$ cat src/rtl/rf_frontend_sequencer_if.sv
// rf_frontend_sequencer_if: serial settings bus write port plus status readback
interface rf_frontend_sequencer_if;
    logic        serial_strobe;
    logic [6:0]  serial_addr;
    logic [31:0] serial_data;
    logic [31:0] status;
    modport master (output serial_strobe, serial_addr, serial_data, input status);
    modport slave (input serial_strobe, serial_addr, serial_data, output status);
endinterface

$ cat src/rtl/rf_frontend_sequencer.sv
// rf_frontend_sequencer: preset-driven break-before-make RF switch/filter/VCO sequencer
module rf_frontend_sequencer #(
    parameter logic [6:0] BASE_ADDR = 7'd80,
    parameter int NUM_SW    = 4,
    parameter int NUM_FILT  = 2,
    parameter int PRESET_AW = 3,
    parameter int SETTLE_W  = 16,
    parameter int BREAK_CYC = 4
) (
    input  logic                  clock,
    input  logic                  reset,
    rf_frontend_sequencer_if.slave bus,
    input  logic                  step,
    input  logic                  vco_muxout,
    output logic [NUM_SW-1:0]     vsw,
    output logic [NUM_FILT-1:0]   filter_sel,
    output logic                  vco_le,
    output logic                  busy,
    output logic                  settled,
    output logic [PRESET_AW-1:0]  cur_idx
);
    localparam int DEPTH = 2 ** PRESET_AW;
    localparam int BW = $clog2(BREAK_CYC + 1);
    typedef enum logic [2:0] {IDLE, BREAK, MAKE, SETTLE, DONE} state_t;
    state_t st, nxt;
    logic                 sweep_en, lock_check_en, lock_lost, settle_timeout;
    logic [7:0]           sweep_last;
    logic [SETTLE_W-1:0]  settle_cycles, scnt, wcnt;
    logic [BW-1:0]        bcnt;
    logic [1:0]           sync;
    logic                 lock_prev, vco_lock_sync;
    logic                 pend_v, pend_step;
    logic [PRESET_AW-1:0] pend_idx, tgt, last_c, step_idx, use_idx;
    logic [NUM_SW-1:0]    t_sw [DEPTH];
    logic [NUM_FILT-1:0]  t_filt [DEPTH];
    logic                 t_vp [DEPTH];
    logic wr_ctrl, wr_set, wr_pre, wr_app, clr, step_req, new_req, go, use_step;
    logic lock_ok, at_zero, timeout, settle_end, brk_end, ll_set;
    assign wr_ctrl = bus.serial_strobe && bus.serial_addr == BASE_ADDR;
    assign wr_set = bus.serial_strobe && bus.serial_addr == BASE_ADDR + 7'd1;
    assign wr_pre = bus.serial_strobe && bus.serial_addr == BASE_ADDR + 7'd2;
    assign wr_app = bus.serial_strobe && bus.serial_addr == BASE_ADDR + 7'd3;
    assign clr = wr_ctrl && bus.serial_data[2];
    assign vco_lock_sync = sync[1];
    assign step_req = step && sweep_en;
    assign new_req = wr_app || step_req;
    assign go = new_req || pend_v;
    // a fresh request supersedes whatever is parked in the pending slot
    assign use_step = new_req ? !wr_app : pend_step;
    assign use_idx = new_req ? bus.serial_data[PRESET_AW-1:0] : pend_idx;
    assign last_c = int'(sweep_last) > DEPTH - 1 ? PRESET_AW'(DEPTH - 1) : PRESET_AW'(sweep_last);
    assign step_idx = cur_idx >= last_c ? '0 : cur_idx + PRESET_AW'(1);
    assign lock_ok = !lock_check_en || vco_lock_sync;
    assign at_zero = st == SETTLE && scnt == '0;
    assign timeout = at_zero && !lock_ok && wcnt == '1;
    assign settle_end = at_zero && (lock_ok || wcnt == '1);
    assign brk_end = bcnt == BW'(BREAK_CYC - 1);
    assign ll_set = settled && lock_check_en && lock_prev && !vco_lock_sync;
    assign busy = st == BREAK || st == MAKE || st == SETTLE;
    assign bus.status = {lock_lost, settle_timeout, busy, settled, vco_lock_sync, 19'b0, 8'(cur_idx)};
    always_ff @(posedge clock)
        st <= reset ? IDLE : nxt;
    always_comb begin
        nxt = st;
        case (st)
            IDLE:    nxt = go ? BREAK : IDLE;
            BREAK:   nxt = brk_end ? MAKE : BREAK;
            MAKE:    nxt = SETTLE;
            SETTLE:  nxt = settle_end ? DONE : SETTLE;
            default: nxt = IDLE;
        endcase
    end
    always_ff @(posedge clock) begin
        if (reset) begin
            sync <= '0;
            lock_prev <= 1'b0;
            sweep_en <= 1'b0;
            lock_check_en <= 1'b0;
            sweep_last <= '0;
            settle_cycles <= SETTLE_W'(1);
            pend_v <= 1'b0;
            pend_step <= 1'b0;
            pend_idx <= '0;
            tgt <= '0;
            bcnt <= '0;
            scnt <= '0;
            wcnt <= '0;
            vsw <= '0;
            filter_sel <= '0;
            vco_le <= 1'b0;
            cur_idx <= '0;
            settled <= 1'b0;
            lock_lost <= 1'b0;
            settle_timeout <= 1'b0;
            for (int i = 0; i < DEPTH; i++) begin
                t_sw[i] <= '0;
                t_filt[i] <= '0;
                t_vp[i] <= 1'b0;
            end
        end else begin
            sync <= {sync[0], vco_muxout};
            lock_prev <= vco_lock_sync;
            if (wr_ctrl) {sweep_last, lock_check_en, sweep_en} <= {bus.serial_data[15:8], bus.serial_data[1:0]};
            if (wr_set) settle_cycles <= bus.serial_data[SETTLE_W-1:0];
            if (wr_pre) begin
                t_sw[bus.serial_data[16 +: PRESET_AW]] <= bus.serial_data[NUM_SW-1:0];
                t_filt[bus.serial_data[16 +: PRESET_AW]] <= bus.serial_data[8 +: NUM_FILT];
                t_vp[bus.serial_data[16 +: PRESET_AW]] <= bus.serial_data[15];
            end
            if (st != IDLE && new_req) {pend_v, pend_step, pend_idx} <= {1'b1, !wr_app, use_idx};
            else if (st == IDLE) pend_v <= 1'b0;
            vco_le <= 1'b0;
            bcnt <= st == BREAK ? bcnt + BW'(1) : '0;
            if (st == IDLE && go) begin
                tgt <= use_step ? step_idx : use_idx;
                vsw <= '0;
                settled <= 1'b0;
            end
            // outputs are latched here, so later table writes cannot disturb them
            if (st == BREAK && brk_end) begin
                vsw <= t_sw[tgt];
                filter_sel <= t_filt[tgt];
                vco_le <= t_vp[tgt];
                cur_idx <= tgt;
            end
            if (st == MAKE) begin
                scnt <= settle_cycles == '0 ? SETTLE_W'(1) : settle_cycles;
                wcnt <= '0;
            end else if (st == SETTLE) begin
                if (scnt != '0) scnt <= scnt - SETTLE_W'(1);
                else if (wcnt != '1) wcnt <= wcnt + SETTLE_W'(1);
            end
            if (settle_end) settled <= 1'b1;
            settle_timeout <= timeout || (!clr && settle_timeout);
            lock_lost <= ll_set || (!clr && lock_lost);
        end
    end
endmodule
$ cat src/flat_wrapper.sv
// flat-port wrapper written by rule: the top's interface ports become plain ports
module rf_frontend_sequencer_flat 
#(
    parameter logic [6:0] BASE_ADDR = 7'd80,
    parameter int NUM_SW    = 4,
    parameter int NUM_FILT  = 2,
    parameter int PRESET_AW = 3,
    parameter int SETTLE_W  = 16,
    parameter int BREAK_CYC = 4
)
  (clock, reset, step, vco_muxout, vsw, filter_sel, vco_le, busy, settled, cur_idx, bus_serial_strobe, bus_serial_addr, bus_serial_data, bus_status);
  rf_frontend_sequencer_if bus_i ();
  input  logic clock;
  input  logic reset;
  input  logic step;
  input  logic vco_muxout;
  output logic [NUM_SW-1:0] vsw;
  output logic [NUM_FILT-1:0] filter_sel;
  output logic vco_le;
  output logic busy;
  output logic settled;
  output logic [PRESET_AW-1:0] cur_idx;
  input wire logic [$bits(bus_i.serial_strobe)-1:0] bus_serial_strobe;
  input wire logic [$bits(bus_i.serial_addr)-1:0] bus_serial_addr;
  input wire logic [$bits(bus_i.serial_data)-1:0] bus_serial_data;
  output wire logic [$bits(bus_i.status)-1:0] bus_status;
  assign bus_i.serial_strobe = bus_serial_strobe;
  assign bus_i.serial_addr = bus_serial_addr;
  assign bus_i.serial_data = bus_serial_data;
  assign bus_status = bus_i.status;
  rf_frontend_sequencer #(.BASE_ADDR(BASE_ADDR), .NUM_SW(NUM_SW), .NUM_FILT(NUM_FILT), .PRESET_AW(PRESET_AW), .SETTLE_W(SETTLE_W), .BREAK_CYC(BREAK_CYC)) u_core (.clock(clock), .reset(reset), .bus(bus_i), .step(step), .vco_muxout(vco_muxout), .vsw(vsw), .filter_sel(filter_sel), .vco_le(vco_le), .busy(busy), .settled(settled), .cur_idx(cur_idx));
endmodule
$ cat config.mk
export PLATFORM = sky130hd
export DESIGN_NAME = rf_frontend_sequencer_flat
export DESIGN_NICKNAME = d
export VERILOG_FILES = /design/src/rtl/rf_frontend_sequencer_if.sv /design/src/rtl/rf_frontend_sequencer.sv /design/src/flat_wrapper.sv
export SDC_FILE = /design/constraint.sdc
export NUM_CORES = 1
export LEC_CHECK = 0
export ABC_CLOCK_PERIOD_IN_PS = 2600
export CORE_MARGIN = 2
export CORE_UTILIZATION = 50
export CTS_CLUSTER_SIZE = 16
export DETAILED_ROUTE_END_ITERATION = 16
export GPL_ROUTABILITY_DRIVEN = 0
export HOLD_SLACK_MARGIN = 0.1
export PLACE_DENSITY = 0.76
export SYNTH_ARGS = -nofsm -noshare
export SYNTH_HDL_FRONTEND = slang
export SYNTH_SLANG_ARGS = --single-unit
$ cat constraint.sdc
create_clock -name clock -period 2.6 [get_ports clock]
set_clock_uncertainty 0.05 [all_clocks]
set_input_delay 0.52 -clock clock [delete_from_list [all_inputs] [get_ports clock]]
set_output_delay 0.52 -clock clock [all_outputs]
set_load 0.05 [all_outputs]
Word-level counts from Yosys, hierarchy flattened
Memories as Yosys holds them, arrays and structs flattened. A register that Yosys moved wholly into a read port is not among the register bits. Index checks and enable logic that the tools add are counted.

Mux-type cells: 35. Bitwise operators: 3. Add/sub/neg operators: 4. Magnitude comparators: 2. Equality and inequality tests: 10. Reductions and logical operators: 49.

Operators with widths (count): two-way mux 16 bit (4); zero test 16 bit (2); two-way mux 3 bit (10); equality test 7 bit, second input constant (4); logical AND 1 bit (18); adder 16 x 1 -> 16 bit, second input constant (1); equality test 16 bit, second input constant (1); != test 16 bit, second input constant (1); nonzero test 16 bit (1); subtractor 16 x 1 -> 16 bit, second input constant (1); two-way mux 1 bit (15); two-way mux 4 bit (3); case mux 3 bit (4 select lines) (1); nonzero test 2 bit (5); equality test 3 x 2 -> 1 bit, second input constant (3); > comparator 8 x 3 -> 1 bit, second input constant (1); logical OR 1 bit (8); OR reduction 2 bit (4); adder 3 x 1 -> 3 bit, second input constant (2); zero test 1 bit (5); two-way mux 2 bit (2); OR reduction 4 bit (1); equality test 3 x 1 -> 1 bit, second input constant (1); >= comparator 3 bit (1); other kinds (6) (8).

Logic and storage cells: 125. Memory bits (writable): 56. Output and inout port bits: 44. Memories kept: 3. Flip-flop bits (word level): 85. Input bits: 44.

Memories: u_core.t_sw (depth 8, width 4, read ports 1, clocked after Yosys merged registers in 1, write ports 8, line rf_frontend_sequencer.sv:34) `logic [NUM_SW-1:0] t_sw [DEPTH];`; u_core.t_filt (depth 8, width 2, read ports 1, clocked after Yosys merged registers in 1, write ports 8, line rf_frontend_sequencer.sv:35) `logic [NUM_FILT-1:0] t_filt [DEPTH];`; u_core.t_vp (depth 8, width 1, read ports 1, clocked after Yosys merged registers in 1, write ports 8, line rf_frontend_sequencer.sv:36) `logic t_vp [DEPTH];`.

Depth between registers and ports, before layout
Depth in word-level cells: 7. Mapped depth: 9.

Least setup slack after synthesis
No wires, ideal clock.

Kind: input to register. From: input bus_serial_addr[3]. To: memory u_core.t_filt[4][0], enable pin. Buffers on the path: 0. Cell stages on the path: 5. Setup time: 0.324 ns. Data required time: 2.226 ns. Slack: -0.101 ns. Data arrival time: 2.328 ns. Path through: or4b_4 -> or3_1 -> or3b_4 -> nor4_4 -> or2_1.

RTL lines: from (decl) (line flat_wrapper.sv:24) `input wire logic [$bits(bus_i.serial_addr)-1:0] bus_serial_addr;`; to (decl) (line rf_frontend_sequencer.sv:35).

==> results.json <==
{
  "ys_ff_latch": 147,
  "cp.arrival_ns": 2.57,
  "dieArea_um2": 15200,
  "die_w_um": 123,
  "grt_remaining_overflow": 0,
  "cts.sinks": 147,
  "synth_commonest_cells": "91 x dfxtp_1, 86 x nor2_1, 61 x and2_1",
  "num-nets-final": 789,
  "synth.most_common_cell": "dfxtp_1",
  "slowest_delay_ns": 0.53,
  "num_vias": 5373,
  "drtAntennaViolNets": 0,
  "utilization_pct": 61.4,
  "critPathKind": "input pin to flop",
  "worst_slew_pin_slew_ns": 0.696,
  "synth_ff_type": "dfxtp_1",
  "ctsLongestPathBuffers": 2,
  "final_cells": 930,
  "remaining_drc_errors": 0,
  "required_ns": 2.69,
  "wl_per_cell_um": 17.6,
  "routed_wl_mm": 16.4,
  "crit_path_start_kind": "input pin",
  "dp_cells": 897,
  "drive_gt1_share_pct": 16.4,
  "core_area_um2": 13900,
  "final_max_slew_viol_count": 0,
  "ir_drop_mv": 0.418,
  "cts_tree": "built",
  "syn_area_um2": 7100,
  "grt_use_total_pct": 22.5,
  "finalWorstSetupSlack_ns": 0.118,
  "async_flop_share_pct": 0,
  "setup_viol": 0,
  "cp_num_buf_inv": 2,
  "ys_seq_area_share_pct": 49.4,
  "synth_top_cell_area_share_pct": 25.7,
  "antenna_found_initial": 0,
  "place_hpwl_mm": 11.6,
  "yosys_warnings": 0,
  "grt_pass1_wl_mm": 25.7,
  "cts_inserted_buffers": 17,
  "htreeDepth": 4,
  "start_util_pct": 51.1,
  "status": "finished, final reports clean",
  "fin_crit_ns": 2.48,
  "placement.cell_area_um2": 7850,
  "pin_count": 88,
  "cts_root_buf": "clkbuf_16",
  "cp_cell_sequence": "dlymetal6s2s_1 > or4b_4 > or3_4 > or3b_4 > buf_12 > nor4_4 > or2_4",
  "crit_family": "simple AND/OR/NAND/NOR gates",
  "max_cap_viol_count": 0,
  "cts_hold_buf": 0,
  "powerDensity_nw_per_um2": 611,
  "rows": 43,
  "grt_pass1_vias": 5076,
  "fmax_mhz": 403,
  "avgSynthCellArea_um2": 10.5,
  "firstDrtPassIters": 5,
  "die-height_um": 123,
  "antenna_cells": 0,
  "first_iter_violations": 466,
  "path_clk_slew_ns": 0.06,
  "synthesis.instances": 674,
  "yosysUniqueCellTypes": 67,
  "min_path_type": "flop to flop",
  "synth.area.top_cells": "dfxtp_1 26%, edfxtp_1 24%, and2_1 5.4%",
  "synth_edf_count": 56,
  "grt_max_degree": 42,
  "maxSlewHeadroom_pct": 53.2,
  "path_max_fanout": 7,
  "critPathSlowestCell": "or4b_4",
  "yosysTopAreaCell": "dfxtp_1",
  "hold_viol_final": 0,
  "total_leakage_power_nw": 3.11,
  "fin_crit_sh_pct": 95.5,
  "place_ws_ns": -0.417,
  "port_buffers": 50,
  "final_cell_area_um2": 8520,
  "crit_path_end_kind": "flop",
  "clk_latency_ns": 0.43,
  "area_delta_synth_final_pct": 20.0,
  "drt-vias-per-instance": 5.78
}
==> layer usage <==
layer  part of all wire (%)  wire length, µm  GRT usage, %  vias up
met2                     50             8160          37.7      200
met1                     42             6950          28.8     2626
met3                    5.8              954          3.97       30
met4                    2.0              333          9.45        0
met5                      0                0             0        -
li1                       -                -             -     2517
==> kinds of logic (layout without fill, tap and decap cells) <==
kind of cell,count (synthesis),in the layout,share of synthesized area (%)
xor gates and xnor gates,14,14,1.73
other,1,24,0.0528
DFF,147,147,49.4
buffers and inverters,80,133,6.10
muxes,50,50,9.52
adders and majority gates,8,8,1.41
and+or+nand+nor,290,290,23.5
AOI/OAI and AO/OA,84,84,8.31
==> worst paths after layout <==
path / to / slack [ns] / from / depth (start not counted)
worst max register to register: u_core.tgt[1] / 0.12 / u_core.sweep_last[3] / 9
worst min-delay path: u_core.bcnt[0] / 0.39 / u_core.bcnt[0] / 1
worst max-delay path: u_core.t_sw[4][0] / 0.12 / bus_serial_addr[2] / 7
worst min register to register: u_core.bcnt[0] / 0.39 / u_core.bcnt[0] / 1
==> flip-flops by register name, indices dropped and copies added, names as in the netlist, 4 cells and up, named ones only <==
signal	count
u_core.settle_cycles	16
u_core.t_filt	16
u_core.vsw	4
u_core.t_vp	8
u_core.scnt	16
u_core.wcnt	16
u_core.t_sw	32
u_core.sweep_last	8
==> layout by cell type, fill, tap and decap left out, types with 11 or more instances in the layout <==
cell             Yosys  routed
nand2_1             31      31
nor4_1              19      16
o21ai_0             11      11
mux4_2              14      14
nand4_1             11      11
a21oi_1             21      21
clkbuf_16            0      20
conb_1               1      24
mux2i_1             36      36
dfxtp_1             91      91
and2_1              61      61
edfxtp_1            56      56
buf_4               32      37
clkdlybuf4s50_1      0      43
xnor2_1             12      12
nor2_1              86      86
==> power by group <==
part           internal, W  switching, W  leakage [nW]
clock network      0.00152      0.000960         0.295
logic            0.0000880      0.000186          1.55
registers          0.00243     0.0000205          1.26
==> stage by stage <==
stage / hold WS [ns] / setup TNS, ns / power (W)
after floorplan: 0.349 / -0.348 / 0.00268
after global placement: 0.357 / -31.82 / 0.00277
after detailed placement: 0.392 / -37.63 / 0.00278
after CTS: 0.403 / 0 / 0.00522
after global routing: 0.421 / -0.0367 / 0.00534
final: 0.393 / 0 / 0.00520
==> repair_timing <==
item                                    CTS  global route
setup buffers                             0             1
gates resized for setup                   1            10
pin swaps                                 0             7
endpoints found under the setup margin    2            39
==> layout make-up <==
| cell class | count | area (µm²) |
|---|---|---|
| Timing Repair Buffer | 90 | 845 |
| Multi-Input combinational cell | 470 | 3290 |
| Clock buffer | 23 | 522 |
| Fill cell | 1090 | 5360 |
| Clock inverter | 9 | 87.6 |
| Inverter | 11 | 41.3 |
| Sequential cell | 147 | 3500 |
| Tap cell | 180 | 225 |
Note: power is estimated with default switching activity, not from simulation.
